File: config.mk
export PLATFORM = sky130hd
export DESIGN_NAME = uart_tx_arbiter_flat
export DESIGN_NICKNAME = d
export VERILOG_FILES = /design/src/rtl/uart_pkg.sv /design/src/rtl/uart_tx_arbiter_if.sv /design/src/rtl/uart_tx_arbiter_rr_picker.sv /design/src/rtl/uart_tx_arbiter.sv /design/src/flat_wrapper.sv
export SDC_FILE = /design/constraint.sdc
export NUM_CORES = 1
export LEC_CHECK = 0
export ABC_AREA = 1
export CORE_MARGIN = 2
export CORE_UTILIZATION = 41
export DETAILED_ROUTE_END_ITERATION = 8
export GPL_ROUTABILITY_DRIVEN = 0
export PLACE_DENSITY = 0.73
export SLEW_MARGIN = 10
export SYNTH_ARGS = -nofsm -noshare
export SYNTH_HDL_FRONTEND = slang
export SYNTH_SLANG_ARGS = --single-unit
File: constraint.sdc
create_clock -name clk -period 1.5 [get_ports clk]
set_input_delay 0.3 -clock clk [delete_from_list [all_inputs] [get_ports clk]]
set_output_delay 0.3 -clock clk [all_outputs]
set_load 0.01 [all_outputs]
File: src/rtl/uart_pkg.sv
// Shared definitions for the UART transmit path: arbiter state encoding,
// default timing, and the frame-config field layout shared with uart_core.
package uart_pkg;

  typedef enum logic [1:0] {
    ARB_IDLE  = 2'd0,
    ARB_ISSUE = 2'd1,
    ARB_WBUSY = 2'd2,
    ARB_WDONE = 2'd3
  } arb_state_t;

  localparam int ARB_START_TO_DEF = 4;

  // Frame-config register fields, bit positions as decoded by uart_core
  localparam int CFG_DBITS_LSB = 0;
  localparam int CFG_DBITS_MSB = 1;
  localparam int CFG_PAR_EN    = 2;
  localparam int CFG_PAR_ODD   = 3;
  localparam int CFG_STOP2     = 4;
  localparam int CFG_W         = 5;

  function automatic int idx_w(input int n);
    return (n > 1) ? $clog2(n) : 1;
  endfunction

endpackage

File: src/rtl/uart_tx_arbiter_if.sv
// Requester-side and core-side signals of the TX arbiter, bundled.
interface uart_tx_arbiter_if
  import uart_pkg::*;
#(
  parameter int N_REQ = 4,
  parameter int DW    = 8
);
  logic [N_REQ-1:0]        req;
  logic [N_REQ*DW-1:0]     data;
  logic [N_REQ-1:0]        ack;
  logic [DW-1:0]           core_tx_data;
  logic                    core_tx_req;
  logic                    core_tx_busy;
  logic [idx_w(N_REQ)-1:0] grant_id;
  logic                    active;
  logic                    start_err;

  modport master (
    input  req, data, core_tx_busy,
    output ack, core_tx_data, core_tx_req, grant_id, active, start_err
  );

  modport slave (
    output req, data, core_tx_busy,
    input  ack, core_tx_data, core_tx_req, grant_id, active, start_err
  );
endinterface

File: src/rtl/uart_tx_arbiter_rr_picker.sv
// Combinational round-robin picker: first set req strictly after last_ptr,
// wrapping modulo N, with last_ptr itself as the lowest-priority candidate.
module rr_picker
  import uart_pkg::*;
#(
  parameter int N = 4
) (
  input  logic [N-1:0]        req,
  input  logic [idx_w(N)-1:0] last_ptr,
  output logic [idx_w(N)-1:0] winner,
  output logic                valid
);
  localparam int IW = idx_w(N);

  logic [IW-1:0] cand [N];
  logic [N-1:0]  hit;

  genvar gi;
  generate
    for (gi = 0; gi < N; gi++) begin : g_cand
      assign cand[gi] = IW'((int'(last_ptr) + gi + 1) % N);
      assign hit[gi]  = req[cand[gi]];
    end
  endgenerate

  // Walk from lowest to highest priority so the nearest hit wins
  always_comb begin
    winner = last_ptr;
    valid  = 1'b0;
    for (int k = N - 1; k >= 0; k--) begin
      if (hit[k]) begin
        winner = cand[k];
        valid  = 1'b1;
      end
    end
  end

endmodule

File: src/rtl/uart_tx_arbiter.sv
// Round-robin arbiter sharing one uart_core transmitter between N_REQ byte
// producers, with optional bounded bursts and a start-of-frame watchdog.
module uart_tx_arbiter
  import uart_pkg::*;
#(
  parameter int N_REQ     = 4,
  parameter int DW        = 8,
  parameter int MAX_BURST = 1,
  parameter int START_TO  = ARB_START_TO_DEF
) (
  input  logic              clk,
  input  logic              rst,
  uart_tx_arbiter_if.master bus
);
  localparam int IW      = idx_w(N_REQ);
  localparam int BW      = (MAX_BURST > 1) ? $clog2(MAX_BURST) + 1 : 1;
  localparam int TW      = (START_TO > 1) ? $clog2(START_TO) + 1 : 1;
  localparam int TO_LAST = (START_TO > 2) ? START_TO - 2 : 0;

  arb_state_t    state_reg, state_next;
  logic [IW-1:0] last_ptr_reg, last_ptr_next;
  logic [IW-1:0] grant_id_reg, grant_id_next;
  logic [BW-1:0] burst_cnt_reg, burst_cnt_next;
  logic [TW-1:0] to_cnt_reg, to_cnt_next;
  logic [DW-1:0] tx_data_reg, tx_data_next;
  logic          ok_reg, ok_next;
  logic          start_err_reg, start_err_next;

  logic [IW-1:0] pick_idx;
  logic          pick_valid;
  logic [IW-1:0] sel_idx;
  logic          keep_burst;
  logic [DW-1:0] req_bytes [N_REQ];

  rr_picker #(.N(N_REQ)) u_picker (
    .req      (bus.req),
    .last_ptr (last_ptr_reg),
    .winner   (pick_idx),
    .valid    (pick_valid)
  );

  genvar gi;
  generate
    for (gi = 0; gi < N_REQ; gi++) begin : g_lane
      assign req_bytes[gi] = bus.data[DW*gi +: DW];
      assign bus.ack[gi]   = (state_reg == ARB_ISSUE) && (grant_id_reg == IW'(gi));
    end
  endgenerate

  // A burst only continues after a frame that actually went out
  assign keep_burst = bus.req[last_ptr_reg] && ok_reg &&
                      (int'(burst_cnt_reg) < MAX_BURST - 1);

  always_comb begin
    state_next     = state_reg;
    last_ptr_next  = last_ptr_reg;
    grant_id_next  = grant_id_reg;
    burst_cnt_next = burst_cnt_reg;
    to_cnt_next    = to_cnt_reg;
    tx_data_next   = tx_data_reg;
    ok_next        = ok_reg;
    start_err_next = 1'b0;
    sel_idx        = last_ptr_reg;
    case (state_reg)
      ARB_IDLE: begin
        if (pick_valid && !bus.core_tx_busy) begin
          if (keep_burst) begin
            burst_cnt_next = (burst_cnt_reg == '1) ? burst_cnt_reg : burst_cnt_reg + 1'b1;
          end else begin
            sel_idx        = pick_idx;
            burst_cnt_next = '0;
          end
          tx_data_next  = req_bytes[sel_idx];
          grant_id_next = sel_idx;
          last_ptr_next = sel_idx;
          state_next    = ARB_ISSUE;
        end
      end
      ARB_ISSUE: begin
        to_cnt_next = '0;
        state_next  = ARB_WBUSY;
      end
      ARB_WBUSY: begin
        if (bus.core_tx_busy) begin
          state_next = ARB_WDONE;
        end else if (to_cnt_reg >= TW'(TO_LAST)) begin
          start_err_next = 1'b1;
          burst_cnt_next = '0;
          ok_next        = 1'b0;
          state_next     = ARB_IDLE;
        end else begin
          to_cnt_next = to_cnt_reg + 1'b1;
        end
      end
      ARB_WDONE: begin
        if (!bus.core_tx_busy) begin
          ok_next    = 1'b1;
          state_next = ARB_IDLE;
        end
      end
      default: state_next = ARB_IDLE;
    endcase
  end

  always_ff @(posedge clk) begin
    if (rst) begin
      state_reg     <= ARB_IDLE;
      last_ptr_reg  <= IW'(N_REQ - 1);
      grant_id_reg  <= '0;
      burst_cnt_reg <= '0;
      to_cnt_reg    <= '0;
      tx_data_reg   <= '0;
      ok_reg        <= 1'b0;
      start_err_reg <= 1'b0;
    end else begin
      state_reg     <= state_next;
      last_ptr_reg  <= last_ptr_next;
      grant_id_reg  <= grant_id_next;
      burst_cnt_reg <= burst_cnt_next;
      to_cnt_reg    <= to_cnt_next;
      tx_data_reg   <= tx_data_next;
      ok_reg        <= ok_next;
      start_err_reg <= start_err_next;
    end
  end

  assign bus.core_tx_req  = (state_reg == ARB_ISSUE);
  assign bus.core_tx_data = tx_data_reg;
  assign bus.grant_id     = grant_id_reg;
  assign bus.active       = (state_reg != ARB_IDLE);
  assign bus.start_err    = start_err_reg;

endmodule

File: src/flat_wrapper.sv
// flat-port wrapper written by rule: the top's interface ports become plain ports
module uart_tx_arbiter_flat import uart_pkg::*;
#(
  parameter int N_REQ     = 4,
  parameter int DW        = 8,
  parameter int MAX_BURST = 1,
  parameter int START_TO  = ARB_START_TO_DEF
)
  (clk, rst, bus_req, bus_data, bus_core_tx_busy, bus_ack, bus_core_tx_data, bus_core_tx_req, bus_grant_id, bus_active, bus_start_err);
  uart_tx_arbiter_if #(.N_REQ(N_REQ), .DW(DW)) bus_i ();
  input  logic clk;
  input  logic rst;
  input wire logic [$bits(bus_i.req)-1:0] bus_req;
  input wire logic [$bits(bus_i.data)-1:0] bus_data;
  input wire logic [$bits(bus_i.core_tx_busy)-1:0] bus_core_tx_busy;
  output wire logic [$bits(bus_i.ack)-1:0] bus_ack;
  output wire logic [$bits(bus_i.core_tx_data)-1:0] bus_core_tx_data;
  output wire logic [$bits(bus_i.core_tx_req)-1:0] bus_core_tx_req;
  output wire logic [$bits(bus_i.grant_id)-1:0] bus_grant_id;
  output wire logic [$bits(bus_i.active)-1:0] bus_active;
  output wire logic [$bits(bus_i.start_err)-1:0] bus_start_err;
  assign bus_i.req = bus_req;
  assign bus_i.data = bus_data;
  assign bus_i.core_tx_busy = bus_core_tx_busy;
  assign bus_ack = bus_i.ack;
  assign bus_core_tx_data = bus_i.core_tx_data;
  assign bus_core_tx_req = bus_i.core_tx_req;
  assign bus_grant_id = bus_i.grant_id;
  assign bus_active = bus_i.active;
  assign bus_start_err = bus_i.start_err;
  uart_tx_arbiter #(.N_REQ(N_REQ), .DW(DW), .MAX_BURST(MAX_BURST), .START_TO(START_TO)) u_core (.clk(clk), .rst(rst), .bus(bus_i));
endmodule
; Yosys cells after proc, flatten, opt, wreduce, memory -nomap -nowiden
; Cells that the tools add are included.
[word_totals]
regBits = 18
out_inout_bits = 17
[op_classes]
n_addsub = 7
order_cmp = 6
n_eq_ne = 11
mux = 30
bitwise = 2
n_reduce_logical = 14
[op_table]
columns = cell, n
row1 = two-way mux 2 bit, 10
row2 = binary-select mux 8 bit (select 2 bit), 1
row3 = two-way mux 8 bit, 2
row4 = less-than comparator 2 x 3 -> 1 bit (second input constant), 4
row5 = two-way mux 1 bit, 9
row6 = adder 2 x 1 -> 2 bit (second input constant), 4
row7 = binary-select mux 1 bit (select 2 bit), 4
row8 = == test 2 bit (second input constant), 4
row9 = one-hot mux 2 bit (4 select lines), 1
row10 = two-way mux 3 bit, 2
row11 = inequality test 2 bit (second input constant), 3
row12 = one-hot mux 3 bit (2 select lines), 1
row13 = AND reduction 3 bit, 2
row14 = logical AND 1 bit, 5
row15 = adder 2 bit (second input constant), 2
row16 = == test 2 x 1 -> 1 bit (second input constant), 2
row17 = zero test 2 bit, 2
row18 = nonzero test 2 bit, 2
row19 = adder 3 x 1 -> 3 bit (second input constant), 1
row20 = greater-or-equal comparator 3 x 2 -> 1 bit (second input constant), 1
row21 = greater-or-equal comparator 3 bit (second input constant), 1
row22 = inequality test 3 x 2 -> 1 bit (second input constant), 1
row23 = NOT 2 -> 3 bit, 1
row24 = OR reduction 3 bit, 1
row25 = other kinds (4), 4

; Depth between registers and ports, before layout
; Gate-level depths: netlist (run 1).
[depth]
ltp_word = 15
ltp_mapped = 16
mapped_depth_nobuf = 14

; By module
; A second synthesis (run 1) with hierarchy kept.
[hier_totals]
cells_unflattened = 220
hier_area_um2 = 1332.5
[modules_own_cells]
columns = module, n_inst, cells_each, area_per_inst_um2, seq_area_each_um2
row1 = uart_tx_arbiter, 1, 175, 1112.3, 360.3
row2 = rr_picker, 1, 45, 220.2, 0.0

; Least setup slack after synthesis (run 1)
; OpenSTA, ideal clock, no wires.
[synth_path]
path_kind = reg2reg
start = register u_core.last_ptr_reg[0]
end = register u_core.tx_data_reg[5] (netlist: u_core.bus.core_tx_data[5])
setup_time_ns = 0.109
arrival_ns = 1.453
required_time_ns = 1.391
setup_slack_ns = -0.062
stages_incl_launch_ff = 16
synth_period_minus_slack_ns = 1.562
cell_sequence = dfxtp_1 buf_6 inv_8 nand2_4 nand2_4 nand2_2 nand2_2 inv_4 nand3_4 nand2_4 buf_12 nand2_2 nand3_1 nand3_1 nand2_1 inv_1
[synth_via]
elab_chain_len = 14
[synth_lines]
columns = item, line
row1 = "start, declared", uart_tx_arbiter.sv:21  ; logic [IW-1:0] last_ptr_reg, last_ptr_next;
row2 = "start signal, assigned", uart_tx_arbiter.sv:108  ; last_ptr_reg <= IW'(N_REQ - 1);
row3 = "start signal, assigned", uart_tx_arbiter.sv:117  ; last_ptr_reg <= last_ptr_next;
row4 = adder 2 bit, uart_tx_arbiter_rr_picker.sv:21  ; assign cand[gi] = IW'((int'(last_ptr) + gi + 1) % N);
row5 = adder 2 x 1 -> 2 bit, uart_tx_arbiter_rr_picker.sv:21
row6 = binary-select mux 1 bit (select 2 bit), uart_tx_arbiter_rr_picker.sv:22  ; assign hit[gi] = req[cand[gi]];
row7 = two-way mux 1 bit (implied by the code), uart_tx_arbiter_rr_picker.sv:22
row8 = two-way mux 2 bit (4 in series), uart_tx_arbiter_rr_picker.sv:31  ; if (hit[k]) begin
row9 = two-way mux 2 bit, uart_tx_arbiter.sv:66  ; if (pick_valid && !bus.core_tx_busy) begin
row10 = two-way mux 2 bit, uart_tx_arbiter.sv:64  ; case (state_reg)
row11 = NOT 2 -> 3 bit (implied by the code), uart_tx_arbiter.sv:73  ; tx_data_next = req_bytes[sel_idx];
row12 = binary-select mux 8 bit (select 2 bit), uart_tx_arbiter.sv:73
row13 = two-way mux 8 bit (implied by the code) (2 in series), uart_tx_arbiter.sv:73
row14 = "end signal, assigned", uart_tx_arbiter.sv:121  ; tx_data_reg <= tx_data_next;
row15 = "end, declared", uart_tx_arbiter.sv:25  ; logic [DW-1:0] tx_data_reg, tx_data_next;
; Several ways; a longest one is shown, not always the timed one. The select of a mux whose other input is x is not followed.
; A chain may end at the register's enable or synchronous reset.

; Worst setup path after layout (run 1)
[layout_path]
start = register u_core.last_ptr_reg[0]
end = register u_core.tx_data_reg[3] (netlist: u_core.bus.core_tx_data[3])
; Same word-level chain as after synthesis.

==> results of run 1 <==
-- critical path: stages (launching register included) --
cell,delay [ps]
sky130_fd_sc_hd__dfxtp_4,360
sky130_fd_sc_hd__buf_12,140
sky130_fd_sc_hd__inv_12,80
sky130_fd_sc_hd__nand2_2,60
sky130_fd_sc_hd__nand2_2,100
sky130_fd_sc_hd__nand2_2,60
sky130_fd_sc_hd__nand2_2,90
sky130_fd_sc_hd__inv_4,50
sky130_fd_sc_hd__nand3_4,100
sky130_fd_sc_hd__buf_12,120
sky130_fd_sc_hd__buf_12,110
sky130_fd_sc_hd__nand3_1,120
sky130_fd_sc_hd__nand3_2,100
sky130_fd_sc_hd__nand3_2,80
sky130_fd_sc_hd__nand2_1,90
sky130_fd_sc_hd__inv_1,60
-- power by group --
part           internal (W)  switching, W
registers          0.000659      0.000181
logic               0.00246       0.00290
clock network      0.000178      0.000152
total               0.00330       0.00323
-- placed cells by master, fill, tap and decap left out, types with 2 or more instances in the layout --
cell type	instances
sky130_fd_sc_hd__nand2_8	3
sky130_fd_sc_hd__nand2_4	11
sky130_fd_sc_hd__inv_1	52
sky130_fd_sc_hd__a21oi_1	6
sky130_fd_sc_hd__buf_4	23
sky130_fd_sc_hd__buf_2	5
sky130_fd_sc_hd__nand2_2	22
sky130_fd_sc_hd__ha_1	4
sky130_fd_sc_hd__nand3_1	10
sky130_fd_sc_hd__clkbuf_8	3
sky130_fd_sc_hd__inv_2	7
sky130_fd_sc_hd__nor3_2	4
sky130_fd_sc_hd__nand3_4	7
sky130_fd_sc_hd__inv_4	2
sky130_fd_sc_hd__buf_6	6
sky130_fd_sc_hd__nor3_1	2
sky130_fd_sc_hd__nand3_2	30
sky130_fd_sc_hd__o211ai_1	2
sky130_fd_sc_hd__nor2_1	3
sky130_fd_sc_hd__ha_4	2
sky130_fd_sc_hd__clkbuf_16	2
sky130_fd_sc_hd__dlymetal6s2s_1	2
sky130_fd_sc_hd__dfxtp_1	13
sky130_fd_sc_hd__buf_12	6
sky130_fd_sc_hd__dfxtp_2	4
sky130_fd_sc_hd__a21oi_2	3
sky130_fd_sc_hd__nand2_1	29
sky130_fd_sc_hd__clkdlybuf4s50_1	43
sky130_fd_sc_hd__o21a_1	8
sky130_fd_sc_hd__dlygate4sd2_1	4
-- kinds of logic (layout without fill, tap and decap cells) --
group,count (synthesis),count (layout),synth area share (%)
simple gates,123,124,41.3
buf+inv,70,158,20.1
fa+ha+maj,7,7,5.60
flops,18,18,23.0
compound gates,24,24,9.91
-- per-stage QoR --
stage | cell area (µm²) | setup slack [ps] | hold slack (ps) | cells
4_1_cts | 2600 | -179 | 491 | 374
6_report | 2980 | -343 | 492 | 379
2_1_floorplan | 1570 | -47.5 | 379 | 242
3_3_place_gp | 2330 | -494 | 474 | 361
3_5_place_dp | 2330 | -529 | 481 | 361
5_1_grt | 2980 | -356 | 507 | 379
-- area by class of cell --
| type | instances | area, µm² | area share (%) |
|---|---|---|---|
| inverter | 62 | 250 | 8.40 |
| multi-input combinational | 155 | 1300 | 43.5 |
| tap | 48 | 60.1 | 2.02 |
| sequential | 18 | 369 | 12.4 |
| timing repair buffer | 93 | 963 | 32.3 |
| clock buffer | 3 | 41.3 | 1.39 |
-- routing by layer --
layer | share of wire, % | vias to the layer above | GRT usage, %
met2 | 52 | 81 | 45.3
met5 | 0 | - | 0
met3 | 3.9 | 37 | 4.09
met1 | 37 | 927 | 28.1
met4 | 6.3 | 0 | 9.11
li1 | - | 932 | -
-- worst paths after layout --
check | startpoint | endpoint | slack [ps] | depth (start not counted)
worst max-delay path | u_core.last_ptr_reg[0]$_SDFFE_PP1P_ | u_core.bus.core_tx_data[3]$_SDFFE_PP0P_ | -340 | 15
worst min-delay path | u_core.to_cnt_reg[0]$_SDFFE_PP0P_ | u_core.to_cnt_reg[0]$_SDFFE_PP0P_ | 490 | 2
worst min register to register | u_core.to_cnt_reg[0]$_SDFFE_PP0P_ | u_core.to_cnt_reg[0]$_SDFFE_PP0P_ | 490 | 2
worst max register to register | u_core.last_ptr_reg[0]$_SDFFE_PP1P_ | u_core.bus.core_tx_data[3]$_SDFFE_PP0P_ | -340 | 15
-- repair_timing --
item	in CTS	in global routing
pin swaps	8	37
setup endpoints to repair	22	23
cloned	4	2
resized for setup	57	81
buffers inserted	6	6
==> insert_results.sql, run 1 <==
INSERT INTO impl_metrics (metric_group, metric, value, unit) VALUES
('global_routing', 'grt_pass1_wl', '8.27', 'mm'),
('global_routing', 'first_global_vias', '1891', ''),
('final_layout', 'insertedDiodeCount', '0', ''),
('final_layout', 'synthToLayoutAreaGrowth', '90.4', '%'),
('floorplanning', 'initial_core_util', '42.8', '%'),
('synthesis', 'yosysTopAreaCellShare', '23.0', '%'),
('synthesis', 'synthesized_net_count', '288', ''),
('clock_tree', 'clk_pin_slew_worst_paths', '70', 'ps'),
('floorplanning', 'floorplan.die.height', '65.8', 'µm'),
('synthesis', 'post_synth_inst_count', '242', ''),
('sta', 'period_needed', '1840', 'ps'),
('power', 'power.leakage', '1.51', 'nW'),
('synthesis', 'yosys_warnings', '0', ''),
('sta', 'clock_skew', '2.71', 'ps'),
('final_layout', 'largest_reg_flops', '8', ''),
('sta', 'worst-slew-pin-transition', '374', 'ps'),
('critical_path', 'critical_path.max_fanout', '7', ''),
('clock_tree', 'post_cts_hold_buffer_count', '0', ''),
('routing', 'firstDrtPassIters', '4', ''),
('sta', 'final_hold_viol_count', '0', ''),
('floorplanning', 'floorplan.io_pins', '56', ''),
('sta', 'min_period_over_period', '123', '%'),
('critical_path', 'path_class', 'register to register', ''),
('final_layout', 'layout.core_utilization', '81.4', '%'),
('synthesis', 'synth_seq_area_share', '23.0', '%'),
('place', 'dpl.hpwl', '3.05', 'mm'),
('power', 'design_power_total', '0.00653', 'W'),
('synthesis', 'synth_ff_type', 'sky130_fd_sc_hd__dfxtp_1', ''),
('sta', 'slew_violations', '0', ''),
('floorplanning', 'die_w', '65.8', 'µm'),
('final_layout', 'fin_nets', '379', ''),
('critical_path', 'cp.arrival', '1980', 'ps'),
('run_status', 'violated_checks', 'setup timing', ''),
('power', 'power.density', '2190', 'mW/mm²'),
('clock_tree', 'tritoncts_buffers', '3', ''),
('synthesis', 'post-synth-top-count-cell', 'sky130_fd_sc_hd__inv_1', ''),
('routing', 'detailedRoute.firstIterationViolations', '60', ''),
('clock_tree', 'tritoncts_clock_tree', 'done', ''),
('synthesis', 'synth_cell_types', '29', ''),
('power', 'power.ir.vdd_worst', '1040', 'µV'),
('synthesis', 'yosys_register_bits', '18', ''),
('clock_tree', 'cts_htree_levels', '1', ''),
('critical_path', 'timing.critical_path.from_type', 'register', ''),
('floorplanning', 'design.core.area', '0.00366', 'mm²'),
('sta', 'rsz0062_at_grt', 'true', ''),
('final_layout', 'post_route_cells_drive_above_1_share', '44.7', '%'),
('floorplanning', 'fp-row-count', '22', ''),
('synthesis', 'yosysTopAreaCell', 'sky130_fd_sc_hd__dfxtp_1', ''),
('clock_tree', 'cts_sinks', '18', ''),
('synthesis', 'synthTopCellsByArea', 'sky130_fd_sc_hd__dfxtp_1 (23%), sky130_fd_sc_hd__nand3_1 (14%), sky130_fd_sc_hd__inv_1 (14%)', ''),
('routing', 'finalWirelength', '6.40', 'mm'),
('synthesis', 'ys_top_cells_by_count', 'sky130_fd_sc_hd__inv_1 (57), sky130_fd_sc_hd__nand3_1 (45), sky130_fd_sc_hd__nand2_1 (41)', ''),
('synthesis', 'synth_enable_flop_cells', '0', ''),
('global_routing', 'antenna_found_initial', '0', ''),
('global_routing', 'gr-usage-all-layers', '24.6', '%'),
('run_status', 'outcome', 'finished with violations', ''),
('synthesis', 'synth_async_sr_flop_share', '0', '%'),
('sta', 'maxSlewHeadroom', '75.0', '%'),
('place', 'port-buffer-count', '55', ''),
('routing', 'drc', '0', ''),
('routing', 'post_drt_via_cell_ratio', '5.22', ''),
('critical_path', 'worst_ep_required_time', '1640', 'ps'),
('routing', 'detailroute.via_count', '1977', ''),
('sta', 'setup_failing_eps_final', '15', ''),
('clock_tree', 'clk_root_buffer_cell', 'sky130_fd_sc_hd__clkbuf_8', ''),
('clock_tree', 'clock_tree.buffer_depth', '2', ''),
('worst_hold_path', 'timing.hold.worst.class', 'register to register', ''),
('run', 'max_cap_viol_count', '0', ''),
('floorplanning', 'floorplan.die_area', '0.00433', 'mm²'),
('final_layout', 'n_fill_cell', '221', ''),
('routing', 'route.antenna.remaining_nets', '0', ''),
('critical_path', 'worst_setup_path_end_kind', 'register', ''),
('routing', 'routed_wire_length_per_instance', '16.9', 'µm'),
('synthesis', 'postSynthAreaPerCell', '6.47', 'µm²'),
('sta', 'achievable-frequency', '0.543', 'GHz'),
('global_routing', 'grt_start_max_net_pins', '14', ''),
('sta', 'post-route-worst-setup-slack', '-343', 'ps'),
('synthesis', 'mappedNetlistArea', '0.00157', 'mm²'),
('clock_tree', 'later_pin_clock_latency_in_the_skew_report', '250', 'ps'),
('global_routing', 'grt_overflow', '0', ''),
('sta', 'tns', '-3150', 'ps');
Power figures use the tool's default switching activity.
==> inputs of run 2 (changes only) <==
Settings changed: CORE_UTILIZATION 41 to 45, PLACE_DENSITY 0.73 to 0.76.
Clock period 1.5 ns to 2.1 ns, I/O delays scaled along.
==> insert_results.sql, run 2 (same netlist as run 1, synthesis figures left out) <==
INSERT INTO impl_metrics (metric_group, metric, value, unit) VALUES
('sta', 'min_period_over_period', '94.5', '%'),
('floorplanning', 'floorplan.die.height', '63.0', 'µm'),
('global_routing', 'grt_overflow', '0', ''),
('critical_path', 'worstSetupStartpoint', 'u_core.state_reg[0]$_SDFFE_PP0P_', ''),
('power', 'power.ir.vdd_worst', '727', 'µV'),
('final_layout', 'insertedDiodeCount', '0', ''),
('final_layout', 'synthToLayoutAreaGrowth', '40.5', '%'),
('floorplanning', 'design.core.area', '0.00334', 'mm²'),
('sta', 'slew_violations', '0', ''),
('final_layout', 'fin_nets', '347', ''),
('routing', 'detailroute.via_count', '1660', ''),
('critical_path', 'cp-endpoint', 'bus_active', ''),
('clock_tree', 'later_pin_clock_latency_in_the_skew_report', '290', 'ps'),
('power', 'power.leakage', '1.14', 'nW'),
('floorplanning', 'floorplan.io_pins', '56', ''),
('final_layout', 'area_of_the_multi_input_gates', '890', 'µm²'),
('clock_tree', 'cts_htree_levels', '1', ''),
('sta', 'clock_skew', '4.47', 'ps'),
('sta', 'post-route-worst-setup-slack', '116', 'ps'),
('place', 'post-place-ws', '-44.5', 'ps'),
('worst_hold_path', 'worst_hold_path.num_cells', '2', ''),
('place', 'placed_cells', '342', ''),
('critical_path', 'regToRegSetupSlack', '340', 'ps'),
('sta', 'setup_failing_eps_final', '0', ''),
('routing', 'detailedRoute.firstIterationViolations', '52', ''),
('clock_tree', 'tritoncts_clock_tree', 'done', ''),
('routing', 'finalWirelength', '3.70', 'mm'),
('sta', 'maxSlewHeadroom', '76.6', '%'),
('critical_path', 'r2r_cells', '14', ''),
('place', 'port-buffer-count', '55', ''),
('final_layout', 'layoutNonFillerInstCount', '346', ''),
('critical_path', 'timing.critical_path.from_type', 'register', ''),
('clock_tree', 'clock_tree.buffer_depth', '2', ''),
('critical_path', 'timing.rr.end', 'u_core.bus.core_tx_data[0]$_SDFFE_PP0P_', ''),
('run', 'max_cap_viol_count', '0', ''),
('final_layout', 'n_fill_cell', '334', ''),
('sta', 'rsz0062_at_grt', 'false', ''),
('clock_tree', 'clk_pin_slew_worst_paths', '100', 'ps'),
('floorplanning', 'initial_core_util', '46.9', '%'),
('routing', 'drc', '0', ''),
('routing', 'route.antenna.remaining_nets', '0', ''),
('final_layout', 'mostFrequentLayoutCells', 'sky130_fd_sc_hd__inv_1 (57), sky130_fd_sc_hd__clkdlybuf4s50_1 (51), sky130_fd_sc_hd__nand3_1 (45), sky130_fd_sc_hd__nand2_1 (41), sky130_fd_sc_hd__nand2_2 (17)', ''),
('clock_tree', 'clk_root_buffer_cell', 'sky130_fd_sc_hd__clkbuf_4', ''),
('global_routing', 'antenna_found_initial', '0', ''),
('final_layout', 'post_route_cells_drive_above_1_share', '14.7', '%'),
('final_layout', 'sequential_cell_area', '363', 'µm²'),
('clock_tree', 'post_cts_hold_buffer_count', '0', ''),
('critical_path', 'worst_ep_required_time', '1680', 'ps'),
('routing', 'post_drt_via_cell_ratio', '4.80', ''),
('power', 'power.density', '1330', 'mW/mm²'),
('floorplanning', 'die_w', '63.0', 'µm'),
('final_layout', 'largest_reg_flops', '8', ''),
('run_status', 'outcome', 'finished clean', ''),
('routing', 'firstDrtPassIters', '4', ''),
('critical_path', 'cp.arrival', '1560', 'ps'),
('sta', 'final_hold_viol_count', '0', ''),
('sta', 'period_needed', '1980', 'ps'),
('global_routing', 'first_global_vias', '1557', ''),
('global_routing', 'grt_pass1_wl', '6.35', 'mm'),
('critical_path', 'critical_path.max_fanout', '5', ''),
('clock_tree', 'cts_sinks', '18', ''),
('clock_tree', 'tritoncts_buffers', '3', ''),
('sta', 'worst-slew-pin-transition', '351', 'ps'),
('critical_path', 'path_class', 'register to output pin', ''),
('critical_path', 'worst_setup_path_end_kind', 'output pin', ''),
('global_routing', 'gr-usage-all-layers', '19.3', '%'),
('floorplanning', 'floorplan.die_area', '0.00397', 'mm²'),
('worst_hold_path', 'timing.hold.worst.class', 'register to register', ''),
('place', 'dpl.hpwl', '2.96', 'mm'),
('global_routing', 'grt_start_max_net_pins', '18', ''),
('sta', 'achievable-frequency', '0.504', 'GHz'),
('routing', 'routed_wire_length_per_instance', '10.7', 'µm'),
('critical_path', 'worst_r2r_startpoint', 'u_core.last_ptr_reg[0]$_SDFFE_PP1P_', ''),
('floorplanning', 'fp-row-count', '21', ''),
('final_layout', 'layout.core_utilization', '65.9', '%'),
('final_layout', 'leading_cell_type_in_the_layout_fill_and_taps_excluded', 'sky130_fd_sc_hd__inv_1', '');
==> run 2: cell count changes in the layout (fill, tap and decap cells not counted), moves of 5 or more <==
cell	change
sky130_fd_sc_hd__nand3_1	+35
sky130_fd_sc_hd__nand3_2	-29
sky130_fd_sc_hd__buf_4	-17
sky130_fd_sc_hd__nand2_1	+12
sky130_fd_sc_hd__clkdlybuf4s50_1	+8
sky130_fd_sc_hd__buf_6	-6
sky130_fd_sc_hd__nand2_4	-6
sky130_fd_sc_hd__nand3_4	-6
sky130_fd_sc_hd__buf_12	-5
sky130_fd_sc_hd__buf_2	-5
sky130_fd_sc_hd__inv_1	+5
sky130_fd_sc_hd__nand2_2	-5
==> run 2: critical path: stages, from the launching register on <==
cell	delay [ps]
sky130_fd_sc_hd__dfxtp_2	350
sky130_fd_sc_hd__inv_1	90
sky130_fd_sc_hd__ha_1	220
sky130_fd_sc_hd__inv_1	80
sky130_fd_sc_hd__clkdlybuf4s50_1	530
==> run 2: how the worst min path moves through the flow <==
stage	slack (ps)	start	end
after floorplan	460	u_core.to_cnt_reg[0]$_SDFFE_PP0P_	u_core.to_cnt_reg[0]$_SDFFE_PP0P_
after global placement	480	u_core.to_cnt_reg[0]$_SDFFE_PP0P_	u_core.to_cnt_reg[0]$_SDFFE_PP0P_
after detailed placement	490	u_core.to_cnt_reg[0]$_SDFFE_PP0P_	u_core.to_cnt_reg[0]$_SDFFE_PP0P_
after CTS	500	u_core.to_cnt_reg[0]$_SDFFE_PP0P_	u_core.to_cnt_reg[0]$_SDFFE_PP0P_
after global routing	520	u_core.to_cnt_reg[0]$_SDFFE_PP0P_	u_core.to_cnt_reg[0]$_SDFFE_PP0P_
final	500	u_core.to_cnt_reg[0]$_SDFFE_PP0P_	u_core.to_cnt_reg[0]$_SDFFE_PP0P_
==> run 2: layout make-up <==
class / count / area share [%]
Timing Repair Buffer: 62 / 27.8
Inverter: 62 / 11.0
Sequential cell: 18 / 16.5
Tap cell: 46 / 2.62
Clock buffer: 4 / 1.65
Multi-Input combinational cell: 154 / 40.4
==> run 2: timing repair <==
action                                  CTS  global route
endpoints found under the setup margin    4             1
cloned                                    0             0
setup buffers                             0             0
gates resized for setup                   4             2
endpoints found under the hold margin     0             0
==> run 2: where the power goes <==
group / internal [W] / switching [W] / leakage [nW]
logic: 0.000916 / 0.00125 / 0.973
clock network: 0.000106 / 0.000105 / 0.0210
registers: 0.000462 / 0.0000842 / 0.149
==> run 2: routing by layer <==
metal,track usage [%],wire (µm),up-vias
met4,3.33,29,0
met2,37.8,1920,41
li1,-,-,866
met5,0,0,-
met3,3.24,150,4
met1,21.6,1600,749
==> run 2: through the flow <==
stage	hold slack (ps)	setup TNS (ps)	total power [W]	cell area, µm²
2_1_floorplan	463	0	0.00212	1570
3_3_place_gp	484	-12.9	0.00270	2170
3_5_place_dp	485	-160	0.00274	2170
4_1_cts	501	0	0.00295	2200
5_1_grt	525	0	0.00321	2200
6_report	499	0	0.00292	2200
==> inputs of run 3 (changes only) <==
Settings changed: HOLD_SLACK_MARGIN from default to 0.06.
==> results of run 3 <==
Final layout, timing and power as in run 2 (identical DEF).
